File: src/rtl/fetch_decode_pipe_ctrl.sv
// Fetch/decode pipeline control: PC, IF/ID and ID/EX registers driven by the
// load-use hazard unit's enables, with branch flush and stall/flush statistics.
module fetch_decode_pipe_ctrl #(
   parameter int unsigned     XLEN        = 32,
   parameter int unsigned     CTRL_W      = 8,
   parameter int unsigned     MEMREAD_BIT = 3,
   parameter logic [XLEN-1:0] RESET_PC    = '0,
   parameter logic [XLEN-1:0] NOP_INSTR   = XLEN'(32'h0000_0013),
   parameter int unsigned     CNT_W       = 16
) (
   input  logic              clk,
   input  logic              reset,
   input  logic              PC_Write,
   input  logic              IF_ID_REG_Write,
   input  logic              control_MUX_select,
   input  logic              branch_taken,
   input  logic [XLEN-1:0]   branch_target,
   input  logic [XLEN-1:0]   instr_in,
   input  logic [CTRL_W-1:0] ctrl_in,
   output logic [XLEN-1:0]   pc,
   output logic [XLEN-1:0]   IF_ID_pc,
   output logic [XLEN-1:0]   IF_ID_instr,
   output logic              IF_ID_valid,
   output logic [4:0]        IF_ID_rs1,
   output logic [4:0]        IF_ID_rs2,
   output logic [CTRL_W-1:0] ID_EXE_ctrl,
   output logic [4:0]        ID_EXE_rd,
   output logic              ID_EXE_MemRead,
   output logic [CNT_W-1:0]  stall_count,
   output logic [CNT_W-1:0]  flush_count
);

   logic stall_cyc;
   logic bubble;

   // A full stall needs both hazard enables low; mixed enables are not counted.
   always_comb begin
      stall_cyc = !branch_taken && !PC_Write && !IF_ID_REG_Write;
      bubble    = control_MUX_select || !IF_ID_valid;
   end

   // Fetch address.
   always_ff @(posedge clk) begin
      if (reset)             pc <= RESET_PC;
      else if (branch_taken) pc <= branch_target;
      else if (PC_Write)     pc <= pc + XLEN'(4);
   end

   // IF/ID register; a flush leaves a NOP marked invalid in decode.
   always_ff @(posedge clk) begin
      if (reset || branch_taken) begin
         IF_ID_pc    <= '0;
         IF_ID_instr <= NOP_INSTR;
         IF_ID_valid <= 1'b0;
      end else if (IF_ID_REG_Write) begin
         IF_ID_pc    <= pc;
         IF_ID_instr <= instr_in;
         IF_ID_valid <= 1'b1;
      end
   end

   // ID/EX register loads every cycle; bubbles and invalid slots carry zero ctrl.
   always_ff @(posedge clk) begin
      if (reset || branch_taken || bubble) begin
         ID_EXE_ctrl <= '0;
         ID_EXE_rd   <= '0;
      end else begin
         ID_EXE_ctrl <= ctrl_in;
         ID_EXE_rd   <= IF_ID_instr[11:7];
      end
   end

   // Saturating statistics counters.
   always_ff @(posedge clk) begin
      if (reset) begin
         stall_count <= '0;
         flush_count <= '0;
      end else begin
         if (stall_cyc && (stall_count != '1))
            stall_count <= stall_count + CNT_W'(1);
         if (branch_taken && (flush_count != '1))
            flush_count <= flush_count + CNT_W'(1);
      end
   end

   // Feedback to the hazard unit, decoded from registered state only.
   always_comb begin
      IF_ID_rs1      = IF_ID_instr[19:15];
      IF_ID_rs2      = IF_ID_instr[24:20];
      ID_EXE_MemRead = ID_EXE_ctrl[MEMREAD_BIT];
   end

endmodule

File: config.mk
export PLATFORM = sky130hd
export DESIGN_NAME = fetch_decode_pipe_ctrl
export DESIGN_NICKNAME = d
export VERILOG_FILES = /design/src/rtl/fetch_decode_pipe_ctrl.sv
export SDC_FILE = /design/constraint.sdc
export NUM_CORES = 1
export LEC_CHECK = 0
export ABC_AREA = 1
export BUFFER_PORTS_ARGS = -buffer_cell sky130_fd_sc_hd__buf_2
export CAP_MARGIN = 20
export CORE_UTILIZATION = 30
export DETAILED_ROUTE_END_ITERATION = 12
export SLEW_MARGIN = 5
export SYNTH_ARGS = -nofsm -noshare
export SYNTH_HDL_FRONTEND = slang
export SYNTH_SLANG_ARGS = --single-unit
File: constraint.sdc
create_clock -name clk -period 2 [get_ports clk]
set_clock_uncertainty 0.2 [all_clocks]
set_input_delay 0.4 -clock clk [delete_from_list [all_inputs] [get_ports clk]]
set_output_delay 0.4 -clock clk [all_outputs]
set_load 0.1 [all_outputs]
==> impl_results.md, run 1 <==
- Worst Hold Slack: 0.03225 ns
- Critical hold path startpoint: instr_in[25]
- Worst setup timing slack at the placement stage: 0.1632 ns
- Depth of the most critical reg-to-reg path: 7
- Total number of vias: 6772
- Starting Density: 0.3106
- Series of cell instances along the critical path: buf_4, buf_2
- Clock Pin Slew Worst Setup and Hold Paths: ~0.060 ns
- Proportion of synthesized chip area in sequential cells: 0.4299
- Psw: around 0.0024 W
- Highest achievable clock rate: between 0.5 and 0.6 GHz
- Clock network fraction of total power: 0.433
- Die Outline Area: about 23000 sq um
- Via-per-instance ratio: about 4.7
- Cell area after technology mapping: 6613 sq um
- Unrepaired setup endpoints after global routing: no
- Core Footprint: 21290 sq um
- HP Class: in -> reg
- Slew of the pin with the lowest slew margin: 0.5637 ns
- Setup bufs post-CTS: 0
- Primary flip-flop cell chosen by synthesis mapping: dfxtp_1
- Vias in the first global route: 6105
- Layout Cell Area excl Fill: 8842 sq um
- Min setup slack post-route: around 0.067 ns
- First-pass GRT wire length: 32800 microns
- Count of fill cells added during filler insertion: 2236
- Endpoint class of the critical path: output port
- Layout cell share with drive strength beyond 1: 0.3234
- LEAKAGE: 3.883 nW
- Area share of the largest cell type after synthesis: 0.4299
- Placed inst area: 8112 sq um
- Data arrival time of the critical path: 1.33 ns
- Max Root-Sink Buffers: 2
- Critical path data required time: 1.40 ns
- TritonCTS clock tree: built
- Cell type of the slowest stage on the worst timing path: buf_2
- Maximum capacitance violations: 0
- Comb power frac: 0.170
- Latest clock arrival within the worst-skew pair: roughly 0.41 ns
- VDD IR max: 0.0004855 V
- Cts bufs inserted: 17
- Kind of critical path: reg -> out
- Final ANT Viol Nets: 0
- Violation count after the first detailed-route iteration: between 200 and 300
- Pin count of the biggest net entering global routing: 65
- Share of power burned in registers: 0.397
- Internal power: 0.005164 W
- Residual overflow from global routing: 0
- Final clock period utilization by the worst path: 0.9665
- Result of the run: finished, final reports clean
- PortBufs: 230
- Yosys cell types: 33
- Number of cells produced by synthesis: 933
- DRC violations left: 0
- Synthesis-stage register bit count: 142
- Launch point of the worst reg-to-reg path: stall_count[0]
- Clock sink count: 142
- Endpoint of the worst-slack reg-to-reg timing path: stall_count[5]
- Area growth from synthesis to layout: 33.72%
- Final setup viols: 0
- Most numerous cell types in the synthesized netlist: nand2_1 (273), dfxtp_1 (142), a21oi_1 (102)
- Antenna violations before repair: 2
- Total global routing track utilization: 0.1885
- Crit-path max FO: 4
- DR WL/cell: 14.71 microns
- Number of flops mapped to enable cells by yosys: 0
- Headroom to the max-slew limit: 0.6268
- Die width: 150.5 microns
- Largest area contributor in the netlist: dfxtp_1
- Most frequently used cell type in the post-synthesis netlist: nand2_1
- Total I/O pin count: ~230
- Power density over the cells: 859.0 nW/um^2
- Crit path launch type: flop
- Layout net count: 1240
- Final RePlAce weighted congestion: 0.8635
- Final sum of negative setup slack: 0 ns
- Number of hold violations in the final report: 0
- Die Span Y: 150.5 microns
- Number of pins with negative max-slew slack in the final report: 0
- Pre-antenna DRT Iters: 6
- Post-synthesis net count: 1014
- H-tree Lvls: 4
- Number of rows created at floorplan: 53
- R2r setup slk: approximately 0.15 ns
- Synth warnings: 0
- Share of the core filled with cells: 0.4154
- Cell depth of the worst hold path: 3
- Mean instance size in the synthesized netlist: between 7 and 8 sq um
- CP peak stage delay: 0.44 ns
- Dpl hpwl: 15750 microns
- Largest cells by area after synthesis: dfxtp_1 (43%), nand2_1 (15%), a21oi_1 (7.7%), nor2_1 (4.5%), inv_1 (4.2%)
- Asr flop ratio synth: 0
- Post-route minimum period: 1.933 ns
- Hold Path Sink: IF_ID_instr[25]
- Switching part of the total power: 0.3201
- Detailed-route wire length: 21300 microns
- Cell chosen for the clock root: clkbuf_16
critical path: cells and delay by family (launching register included):
family | cells | cell delay [ns]
buffers and inverters | 2 | 0.57
DFF | 1 | 0.34
logic make-up after synthesis:
group           synth area share
buf+inv                  0.08818
simple gates              0.2848
xor+xnor                 0.03311
compound gates            0.1584
flops                     0.4299
fa+ha+maj               0.005677
repair_timing:
action,4_1_cts,5_1_grt
hold buffers,11,0
setup endpoints to repair,0,2
endpoints found under the hold margin,11,0
resized for setup,0,2
final cells by class:
cell class	instances	area, sq um	area share
Timing Repair Buffer	258	1456	0.1647
Clock inverter	15	187.7	0.02123
Multi-Input combinational cell	660	3189	0.3607
Antenna cell	1	2.502	0.0002830
Sequential cell	142	2934	0.3318
Tap cell	275	344.1	0.03891
Clock buffer	17	425.4	0.04811
Inverter	80	302.8	0.03424
state kept, by name, summed over array words and instances, names as in the netlist:
register / flops
IF_ID_instr: 32
IF_ID_pc: 32
pc: 32
flush_count: 16
stall_count: 16
ID_EXE_ctrl: 8
ID_EXE_rd: 5
IF_ID_valid: 1
per-stage QoR:
step	power (W)	cells
floorplan	0.004045	933
global placement	0.004354	1404
detailed placement	0.004358	1404
CTS	0.007697	1447
global route	0.007900	1447
finish	0.007596	1448
how the worst max path moves through the flow:
stage,from,end
3_5_place_dp,stall_count[0],stall_count[7]
4_1_cts,pc[4],pc[4]
6_report,pc[4],pc[4]
2_1_floorplan,IF_ID_instr[15],IF_ID_rs1[0]
5_1_grt,pc[4],pc[4]
3_3_place_gp,stall_count[0],stall_count[11]
metal layers:
metal / part of all wire / GRT usage
met2: 0.45 / 0.3009
met1: 0.46 / 0.2480
met4: 0.017 / 0.05303
met3: 0.079 / 0.05061
met5: 0.0011 / 0
layout by cell type (no fill, tap or decap), types with 2 or more instances in the layout:
cell and instances:
ha_1 3, nand3_1 55, clkbuf_4 2, nand3_2 3, nor2_1 79, nor3_1 3
inv_1 74, xor2_1 14, a211oi_1 2, a31oi_1 6, clkinv_4 5, a21oi_2 10
buf_2 228, buf_4 12, inv_6 2, nor2_2 9, nand2_1 273, nand2_4 2
nand4_1 5, dfxtp_1 83, nor2_4 6, buf_12 5, clkinvlp_4 2, dlygate4sd3_1 11
dfxtp_4 7, clkbuf_16 17, o21ai_0 45, and2_1 3, a22oi_1 19, nand3b_1 3
dfxtp_2 52, a21oi_1 102, nand2_2 4, clkinv_2 2, bufinv_16 3, inv_2 5
xnor2_1 11
power groups by stage:
stage	Combinational [W]	Clock (W)	Sequential (W)
6_report	0.00129	0.00329	0.00301
5_1_grt	0.00137	0.00351	0.00303
3_5_place_dp	0.00128	0	0.00308
4_1_cts	0.00130	0.00338	0.00301
3_3_place_gp	0.00128	0	0.00307
2_1_floorplan	0.000339	0	0.00371
Power figures use the tool's default switching activity.
==> run 2: changes to the inputs <==
Settings changed: CELL_PAD_IN_SITES_DETAIL_PLACEMENT from default to 1, CELL_PAD_IN_SITES_GLOBAL_PLACEMENT from default to 1, PLACE_DENSITY_LB_ADDON from default to 0.1.
==> impl_results.md, run 2 (same netlist as run 1, synthesis figures left out) <==
- Top Metal Used: met5 (unchanged)
- Power density over the cells: 876.0 nW/um^2 (was 859.0 nW/um^2)
- Sum of met2 wire segment lengths after detailed routing: 10720 microns (was 9514 microns)
- Result of the run: finished, final reports clean (unchanged)
- Area growth from synthesis to layout: 34.27% (was 33.72%)
- Clock network fraction of total power: 0.446 (was 0.433)
- Internal power: 0.005213 W (was 0.005164 W)
- Kind of critical path: reg -> out (unchanged)
- Unrepaired setup endpoints after global routing: no (unchanged)
- Final clock period utilization by the worst path: 0.9751 (was 0.9665)
- Endpoint of the worst-slack reg-to-reg timing path: pc[14] (was stall_count[5])
- Number of rows created at floorplan: 53 (unchanged)
- Detailed-route wire length: 22900 microns (was 21300 microns)
- Most frequent standard cell in the layout excluding fill and tap cells: nand2_1 (unchanged)
- Count of fill cells added during filler insertion: 2726 (was 2236)
- TritonCTS clock tree: built (unchanged)
- Die Outline Area: 22640 sq um (unchanged)
- Violation count after the first detailed-route iteration: 265 (was 283)
- PortBufs: 230 (unchanged)
- VDD IR max: 0.0005133 V (was 0.0004855 V)
- Clock Pin Slew Worst Setup and Hold Paths: 0.06 ns (about the same)
- Share of power burned in registers: 0.388 (was 0.397)
- Final setup viols: 0 (unchanged)
- DRC violations left: 0 (unchanged)
- Data arrival time of the critical path: 1.35 ns (was 1.33 ns)
- Post-route minimum period: 1.950 ns (was 1.933 ns)
- CTS resizes: 0 (unchanged)
- Core Footprint: 21290 sq um (unchanged)
- Leading cell types in the layout, fill and taps excluded: nand2_1 (273), buf_2 (230), a21oi_1 (102), dfxtp_1 (83), nor2_1 (79) (was nand2_1 (273), buf_2 (228), a21oi_1 (102), dfxtp_1 (83), nor2_1 (79))
- Clock sink count: 142 (unchanged)
- Headroom to the max-slew limit: 0.6364 (was 0.6268)
- Number of pins with negative max-slew slack in the final report: 0 (unchanged)
- Final ANT Viol Nets: 0 (unchanged)
- R2r setup slk: 0.21 ns (was 0.15 ns)
- M1 WL: 10580 microns (was 9714 microns)
- Psw: 0.002564 W (was 0.002431 W)
- Final RePlAce weighted congestion: 0.7822 (was 0.8635)
- Crit path launch type: flop (unchanged)
- Met3 wire length: 1341 microns (was 1685 microns)
- Min setup slack post-route: 0.04973 ns (was 0.06690 ns)
- Sum of internal, switching and leakage power: 0.007777 W (was 0.007596 W)
- Cts bufs inserted: 17 (unchanged)
- DR WL/cell: 15.81 microns (was 14.71 microns)
- Pre-antenna DRT Iters: 4 (was 6)
- LEAKAGE: 3.902 nW (was 3.883 nW)
- Setup bufs post-CTS: 0 (unchanged)
- Residual overflow from global routing: 0 (unchanged)
- Launch point of the worst reg-to-reg path: pc[3] (was stall_count[0])
- Bufs and invs on worst path: 1 (was 2)
- Max Root-Sink Buffers: 2 (unchanged)
- Vias in the first global route: 6685 (was 6105)
- Layout cell share with drive strength beyond 1: 0.3234 (unchanged)
- HP Class: in -> reg (unchanged)
- Critical hold path startpoint: branch_target[1] (was instr_in[25])
- Highest achievable clock rate: 0.5127 GHz (was 0.5173 GHz)
- Endpoint class of the critical path: output port (unchanged)
- First-pass GRT wire length: 35400 microns (was 32800 microns)
- Slew of the pin with the lowest slew margin: 0.5455 ns (was 0.5637 ns)
- Crit-path max FO: 6 (was 4)
- Hold Path Sink: pc[1] (was IF_ID_instr[25])
- Worst Hold Slack: 0.02570 ns (was 0.03225 ns)
- Pin count of the biggest net entering global routing: 57 (was 65)
- Total global routing track utilization: 0.2041 (was 0.1885)
- Die Span Y: 150.5 microns (unchanged)
- Largest registers in the final layout: IF_ID_instr x32, IF_ID_pc x32, pc x32 (unchanged)
- H-tree Lvls: 4 (unchanged)
- Family with the most delay on the worst path: buffers and inverters (unchanged)
- Switching part of the total power: 0.3297 (was 0.3201)
- CP peak stage delay: 0.48 ns (was 0.44 ns)
- Maximum capacitance violations: 0 (unchanged)
- Cell type of the slowest stage on the worst timing path: buf_2 (unchanged)
- Series of cell instances along the critical path: buf_2 (was buf_4, buf_2)
- Critical path data required time: 1.40 ns (about the same)
- Die width: 150.5 microns (unchanged)
- Total I/O pin count: 231 (unchanged)
- Latest clock arrival within the worst-skew pair: 0.42 ns (was 0.41 ns)
- Total number of vias: 6846 (was 6772)
- Antenna violations before repair: 2 (unchanged)
- Depth of the most critical reg-to-reg path: 8 (was 7)
- Worst setup timing slack at the placement stage: 0.1077 ns (was 0.1632 ns)
- Via-per-instance ratio: 4.728 (was 4.677)
- Final sum of negative setup slack: 0 ns (unchanged)
- Layout net count: 1240 (unchanged)
- Cell chosen for the clock root: clkbuf_16 (unchanged)
- Cell depth of the worst hold path: 3 (unchanged)
- Comb power frac: 0.166 (was 0.170)
- Dpl hpwl: 16900 microns (was 15750 microns)
- Number of hold violations in the final report: 0 (unchanged)
- Starting Density: 0.3106 (unchanged)
[run 2: worst max path at each step]
| stage | from | slack, ns | cells past startpoint | end |
|---|---|---|---|---|
| global route | pc[29] | 0.0007 | 1 | pc[29] |
| finish | pc[29] | 0.05 | 1 | pc[29] |
| floorplan | IF_ID_instr[15] | 0.03 | 1 | IF_ID_rs1[0] |
| CTS | pc[29] | 0.02 | 1 | pc[29] |
| detailed placement | branch_taken | 0.11 | 6 | flush_count[2] |
| global placement | branch_taken | 0.14 | 6 | flush_count[9] |
[run 2: layout make-up]
class / instances / area (sq um) / share of cell area
well taps: 275 / 344.1 / 0.03875
multi-input cells: 660 / 3189 / 0.3592
inverters: 80 / 302.8 / 0.03410
clock inverters: 15 / 216.5 / 0.02438
diodes: 1 / 2.502 / 0.0002818
clock buffers: 17 / 425.4 / 0.04791
flip-flops and latches: 142 / 2934 / 0.3305
repair buffers: 258 / 1464 / 0.1649
[run 2: metrics by stage]
stage                     cells    util  area [sq um]
final                      1448  0.4171          8879
after global routing       1447  0.4170          8876
after CTS                  1447  0.4170          8876
after detailed placement   1404  0.3816          8124
after global placement     1404  0.3816          8124
after floorplan             933       -          6704
[run 2: power groups by stage]
stage,clock network [W],logic (W),registers [W]
2_1_floorplan,0,0.000339,0.00371
3_3_place_gp,0,0.00128,0.00308
3_5_place_dp,0,0.00129,0.00308
4_1_cts,0.00358,0.00131,0.00302
5_1_grt,0.00370,0.00136,0.00303
6_report,0.00347,0.00129,0.00301
[run 2: timing repair]
item | 4_1_cts | 5_1_grt
hold buffers | 11 | 0
hold endpoints to repair | 11 | 0
endpoints found under the setup margin | 0 | 0
[run 2: per-layer routing]
metal | up-vias | track usage
met1 | 3183 | 0.2634
met4 | 2 | 0.05505
met3 | 18 | 0.04152
met2 | 183 | 0.3433
li1 | 3460 | -
met5 | - | 0
